--- config.mk ---
export PLATFORM = sky130hd
export DESIGN_NAME = muldiv_seq
export DESIGN_NICKNAME = d
export VERILOG_FILES = /design/src/rtl/muldiv_seq.sv
export SDC_FILE = /design/constraint.sdc
export NUM_CORES = 1
export LEC_CHECK = 0
export BUFFER_PORTS_ARGS = -buffer_cell sky130_fd_sc_hd__buf_2
export CORE_MARGIN = 2
export CORE_UTILIZATION = 55
export DETAILED_ROUTE_END_ITERATION = 10
export PLACE_DENSITY = 0.75
export SLEW_MARGIN = 20
export SYNTH_ARGS = -nofsm -noshare
export SYNTH_HDL_FRONTEND = slang
export SYNTH_SLANG_ARGS = --single-unit
--- constraint.sdc ---
create_clock -name clk_cpu -period 4.3 [get_ports clk_cpu]
set_input_delay 0.86 -clock clk_cpu [delete_from_list [all_inputs] [get_ports clk_cpu]]
set_output_delay 0.86 -clock clk_cpu [all_outputs]
set_load 0.05 [all_outputs]
--- src/rtl/muldiv_seq.sv ---
// Iterative multiply/divide unit owning the HI/LO pair: radix-2 shift-add
// multiply and restoring divide, one iteration per cycle, start/ready/done handshake.
module muldiv_seq #(
  parameter int WIDTH = 32
) (
  input  logic               clk_cpu,
  input  logic               reset,
  input  logic               start,
  input  logic [2:0]         op,
  input  logic [WIDTH-1:0]   rs,
  input  logic [WIDTH-1:0]   rt,
  input  logic               kill,
  output logic               ready,
  output logic               busy,
  output logic               done,
  output logic [2*WIDTH-1:0] hilo_q
);

  localparam int CW = $clog2(WIDTH + 1);

  typedef enum logic [1:0] {IDLE, CALC, FIX} state_t;

  state_t               state_q, state_d;
  logic [CW-1:0]        cnt_q;
  logic [WIDTH-1:0]     m_q;      // multiplicand (mult) or divisor (div) magnitude
  logic [2*WIDTH-1:0]   acc_q;    // mult: {partial product, multiplier}; div: {remainder, quotient}
  logic                 is_div_q, neg_q, rneg_q, dz_q, done_q;

  logic                 signed_op, rs_neg, rt_neg;
  logic [WIDTH-1:0]     rs_mag, rt_mag;
  logic                 accept_md, accept_mt, step, fix;

  assign signed_op = ~op[0];
  assign rs_neg    = signed_op & rs[WIDTH-1];
  assign rt_neg    = signed_op & rt[WIDTH-1];
  assign rs_mag    = rs_neg ? -rs : rs;
  assign rt_mag    = rt_neg ? -rt : rt;

  assign ready     = (state_q == IDLE);
  assign busy      = ~ready;
  assign done      = done_q;
  assign accept_md = ready & start & ~kill & ~op[2];
  assign accept_mt = ready & start & ~kill & (op[2:1] == 2'b10);

  always_comb begin
    state_d = state_q;
    step    = 1'b0;
    fix     = 1'b0;
    case (state_q)
      IDLE: if (accept_md) state_d = CALC;
      CALC: begin
        if (kill) state_d = IDLE;
        else begin
          step = 1'b1;
          if (cnt_q == CW'(1)) state_d = FIX;
        end
      end
      FIX: begin
        state_d = IDLE;
        fix     = ~kill;
      end
      default: state_d = IDLE;
    endcase
  end

  // One shift-add multiply step
  logic [WIDTH:0]       mul_sum;
  logic [2*WIDTH-1:0]   mul_next;
  assign mul_sum  = {1'b0, acc_q[2*WIDTH-1:WIDTH]} + (acc_q[0] ? {1'b0, m_q} : '0);
  assign mul_next = {mul_sum, acc_q[WIDTH-1:1]};

  // One restoring divide step; the extra top bit of the trial catches the borrow
  logic [WIDTH:0]       div_shift, div_diff;
  logic [WIDTH-1:0]     div_rem;
  logic [2*WIDTH-1:0]   div_next;
  assign div_shift = {acc_q[2*WIDTH-1:WIDTH], acc_q[WIDTH-1]};
  assign div_diff  = div_shift - {1'b0, m_q};
  assign div_rem   = div_diff[WIDTH] ? div_shift[WIDTH-1:0] : div_diff[WIDTH-1:0];
  assign div_next  = {div_rem, acc_q[WIDTH-2:0], ~div_diff[WIDTH]};

  // Sign fix-up; remainder follows the dividend, so divide-by-zero leaves HI = rs
  logic [2*WIDTH-1:0]   prod_s, fix_val;
  logic [WIDTH-1:0]     quo_s, rem_s;
  assign prod_s  = neg_q ? -acc_q : acc_q;
  assign quo_s   = neg_q ? -acc_q[WIDTH-1:0] : acc_q[WIDTH-1:0];
  assign rem_s   = rneg_q ? -acc_q[2*WIDTH-1:WIDTH] : acc_q[2*WIDTH-1:WIDTH];
  assign fix_val = is_div_q ? {rem_s, (dz_q ? {WIDTH{1'b1}} : quo_s)} : prod_s;

  always_ff @(posedge clk_cpu or negedge reset) begin
    if (!reset) state_q <= IDLE;
    else        state_q <= state_d;
  end

  always_ff @(posedge clk_cpu or negedge reset) begin
    if (!reset) begin
      cnt_q    <= '0;
      m_q      <= '0;
      acc_q    <= '0;
      is_div_q <= 1'b0;
      neg_q    <= 1'b0;
      rneg_q   <= 1'b0;
      dz_q     <= 1'b0;
      done_q   <= 1'b0;
      hilo_q   <= '0;
    end else begin
      done_q <= 1'b0;
      if (accept_md) begin
        cnt_q    <= CW'(WIDTH);
        m_q      <= op[1] ? rt_mag : rs_mag;
        acc_q    <= {{WIDTH{1'b0}}, (op[1] ? rs_mag : rt_mag)};
        is_div_q <= op[1];
        neg_q    <= rs_neg ^ rt_neg;
        rneg_q   <= rs_neg;
        dz_q     <= op[1] & (rt == '0);
      end else if (step) begin
        cnt_q <= cnt_q - CW'(1);
        acc_q <= is_div_q ? div_next : mul_next;
      end
      if (accept_mt) begin
        if (op[0]) hilo_q[WIDTH-1:0]       <= rs;
        else       hilo_q[2*WIDTH-1:WIDTH] <= rs;
        done_q <= 1'b1;
      end
      if (fix) begin
        hilo_q <= fix_val;
        done_q <= 1'b1;
      end
    end
  end

endmodule

Word level (Yosys, flattened, before mapping). Index checks and enable logic that the tools add are counted.

Output and inout port bits: 67. Input bits: 71. Register bits: 173. Logic and storage cells: 76.

Mux-type cells: 29. Bitwise gates (word level): 13. Add/sub/neg operators: 8. Equal/unequal tests: 7. Reduce and logical (&&, ||, !) cells: 8.

Operator list (number): $mux W64 (7); $mux W32 (11); $neg A32 Y32 (4); $neg A64 Y64 (1); $add A32 B32 Y33 (1); $sub A33 B32 Y33 (1); $logic_not A32 Y1 (1); $mux W6 (2); $and A1 B1 Y1 (7); $eq A6 B1 Y1 const B (1); $mux W2 (3); $reduce_and A2 Y1 (3); $reduce_bool A2 Y1 (3); $sub A6 B1 Y6 const B (1); $mux W1 (5); $not A1 Y1 (5); $eq A2 B2 Y1 const B (2); $ne A2 B1 Y1 const B (2); $pmux W2 S2 (1); $ne A3 B3 Y1 const B (1); $eq A2 B1 Y1 const B (1); $logic_not A2 Y1 (1); $xor A1 B1 Y1 (1).

Depth between registers and ports, before layout.
Word-level depth: 6. Mapped depth: 14.

Worst setup path after synthesis. Ideal clock, no wire load.

Path type: reg2reg. From: register acc_q[0]. To: register acc_q[59]. Arrival: 3255 ps. Cell stages (with the launch flop): 14. Clock period less this slack: 3381 ps. Setup slack: 919 ps. Buffers on the path: 1. Library setup time: 126 ps. Path through: dfrtp_1 -> inv_1 -> clkbuf_1 -> nor2_1 -> ha_1 -> a21o_1 -> a21o_1 -> a221o_1 -> a311oi_1 -> o41ai_1 -> a221o_1 -> a21o_1 -> xor2_1 -> a221o_1.

Cells in the longest elaborated chain, start to end: 5.

Ends and longest elaborated chain: start, declared (line 26) `logic [2*WIDTH-1:0] acc_q;`; start signal, assigned (line 110) `acc_q <= {{WIDTH{1'b0}}, (op[1] ? rs_mag : rt_mag)};`; start signal, assigned (line 117) `acc_q <= is_div_q ? div_next : mul_next;`; $mux W32 (line 69) `assign mul_sum = {1'b0, acc_q[2*WIDTH-1:WIDTH]} + (acc_q[0] ? {1'b0, m_q} : '0);`; $add A32 B32 Y33 (line 69); $mux W64 (line 117); $mux W64 (line 115) `end else if (step) begin`; $mux W64 (line 107) `if (accept_md) begin`.

Every way passes these cells. The select of a mux whose other input is x is not followed. A chain may end at the register's enable or synchronous reset.

Worst setup path after layout. Ends and elaborated chain as after synthesis.

==> results.toml <==
[power_and_ir_drop]
peakVddDrop_mv = 0.463
swShare_pct = 52.2
clock_power_share_pct = 13.5
internal_power_w = 0.00563
pwr-share-comb_pct = 61.5
leakage_nw = 7.47
p_per_area_nw_per_um2 = 697
seqPwrFrac_pct = 25.0
p_switching_w = 0.00615

[synthesis]
synth_top_area_share_pct = 28.4
syn_area_um2 = 15300
syn_inst = 1956
synthesis.nets = 2099
synth_warnings = 0
syn_area_per_cell_um2 = 7.80
yosysUniqueCellTypes = 78
yosysMostFrequentCell = "nand2_1"
async_flop_share_pct = 100
yosysSeqAreaShare_pct = 28.4
synth-edff-count = 0
synth_common_cells = "nand2_1, o21ai_0, dfrtp_1"
synth_seq_cells = 173
yosys_most_used_dff = "dfrtp_1"
synth.area.top_cells = "dfrtp_1, o21ai_0, nand2_1"
yosysTopAreaCell = "dfrtp_1"

[place]
io_buffer_count = 137
dp_hpwl_um = 39600
place_congestion = 1.00

[drt]
post_drt_wl_per_cell_um = 21.3
drc = 0
drtIter0Drc = 1645
drt-total-wl_um = 51500
drt_pass1_iterations = 6
num_vias = 15400
drt-vias-per-instance = 6.36
final_antenna_net_count = 0

[die]
row_count = 60
die_w_um = 171
die-area_um2 = 29100
initial_core_util_pct = 56.3
coreArea_um2 = 27100
top_level_ports = 138
fp.dieH_um = 171

[worst_setup_path]
reg2reg_depth = 12
cp_max_fo = 20
critical_path_class = "flop to flop"
r2r_slack_ns = 0.28
reg2reg_from = "acc_q[0]"
rr_endpoint = "acc_q[59]"
critPathCaptureType = "flop"
cp-start-kind = "flop"
arrival_ns = 4.35
worst_ep_required_time_ns = 4.63

[clock_tree]
cts_tree = "built"
cts_hold_buf = 0
h-tree-depth = 4
root_buffer = "clkbuf_16"
cts.sinks = 173
postCtsSetupRepairBufs = 0
cts_max_path_buffers = 2
cts_buffers = 17
cts_resized = 0
clkLatencyLatePin_ns = 0.45
path_clk_slew_ns = 0.08

[grt]
grt_pass1_wl_um = 79300
antenna_found_initial = 0
groute.usage.overall_pct = 35.2
grt_max_degree = 99
grt_pass1_vias = 14400
gr-total-overflow = 0

[finish]
finish.utilization_pct = 62.3
fill_cells = 2455
area_delta_synth_final_pct = 10.7
multi_input_area_um2 = 10200
ff_latch_area_um2 = 4330
fin_nets = 2174
diodes = 0
drive_gt1_share_pct = 12.0

[sta]
fin_skew_ns = 0.0218
period_needed_ns = 4.02
whs_ns = 0.485
worstMarginPinSlew_ns = 1.14
fmax_mhz = 249
slew_violations = 0
tns_ns = 0
setup_viol = 0
hold_viol = 0
rsz0062_at_grt = "false"
period_share_pct = 93.6
slew_headroom_pct = 23.9

[status]
status = "complete, no violations"

[hold_path]
hp-class = "input pin to async pin"

[run]
maxCapViolCount = 0
## worst max-delay path by stage
| stage | from | endpoint | slack (ns) |
|---|---|---|---|
| 3_5_place_dp | acc_q[0] | acc_q[59] | 0.39 |
| 3_3_place_gp | acc_q[0] | acc_q[59] | 0.46 |
| 4_1_cts | acc_q[0] | acc_q[59] | 0.34 |
| 6_report | acc_q[0] | acc_q[59] | 0.28 |
| 5_1_grt | acc_q[0] | acc_q[59] | 0.14 |
| 2_1_floorplan | acc_q[0] | acc_q[59] | 0.92 |
## cell families (layout without fill, tap and decap cells)
logic type	Yosys count	after routing	synth area share, %
AO/OA/AOI/OAI	645	645	26.6
AND/OR/NAND/NOR	635	635	19.7
buffers and inverters	187	275	4.74
flip-flops	173	173	28.4
XOR/XNOR	163	163	9.35
multiplexers	81	81	5.34
adder cells (fa/ha/maj)	72	72	6.00
## state kept, by name, indices dropped and copies added, names as in the netlist
name,flops
rneg_q,1
acc_q,64
hilo_q,64
done,1
m_q,32
cnt_q,6
is_div_q,1
dz_q,1
neg_q,1
state_q,2
## power by group through the flow
stage / Sequential, W / Combinational [W] / Clock [W]
after global placement: 0.00292 / 0.00704 / 0
after floorplan: 0.00329 / 0.00478 / 0
after CTS: 0.00291 / 0.00714 / 0.00159
after global routing: 0.00300 / 0.00791 / 0.00165
after detailed placement: 0.00294 / 0.00709 / 0
final: 0.00294 / 0.00725 / 0.00159
## layer usage
layer	vias up	wire length [µm]	global-route usage [%]
li1	7248	-	-
met1	7269	22200	48.0
met2	745	23500	56.9
met3	108	4420	5.92
met4	0	1420	11.3
met5	-	0	0
## critical path: stages, from the launching register on
cell and delay [ns]:
dfrtp_1 0.46, inv_1 0.36, buf_4 0.33, nor2_1 0.09, ha_1 0.36, a21o_1 0.20
a221o_1 0.36, a311oi_1 0.45, o41ai_1 0.23, a221o_1 0.34, a21o_1 0.21, xor2_1 0.16
a221o_1 0.36
## metrics by stage
stage	area, µm²	power, W	setup WS, ns	instances
finish	16900	0.0118	0.276	2416
global route	16900	0.0126	0.138	2416
CTS	16900	0.0116	0.337	2416
detailed placement	16300	0.0100	0.387	2384
global placement	16300	0.00995	0.456	2384
floorplan	15300	0.00807	0.919	1956
## placed cells by master, fill, tap and decap left out, types with 19 or more instances in the layout
master,instances
nand2_1,248
o21ai_0,193
dfrtp_1,172
a21oi_1,155
nor2_1,154
buf_2,135
xnor2_1,83
xor2_1,80
mux2i_1,78
ha_1,70
inv_1,64
o211ai_1,48
a21o_1,43
buf_4,40
nor3_1,38
a32oi_1,36
nand3_1,33
or3_1,25
nor2b_1,24
o31ai_1,23
a22oi_1,19
a31oi_1,19
## final cells by class
class | instances | share of cell area [%]
clock buffer | 18 | 2.60
clock inverter | 14 | 0.859
multi-input combinational | 1596 | 60.6
tap | 372 | 2.76
sequential | 173 | 25.6
inverter | 65 | 1.44
timing repair buffer | 178 | 6.08
Power figures use the tool's default switching activity.
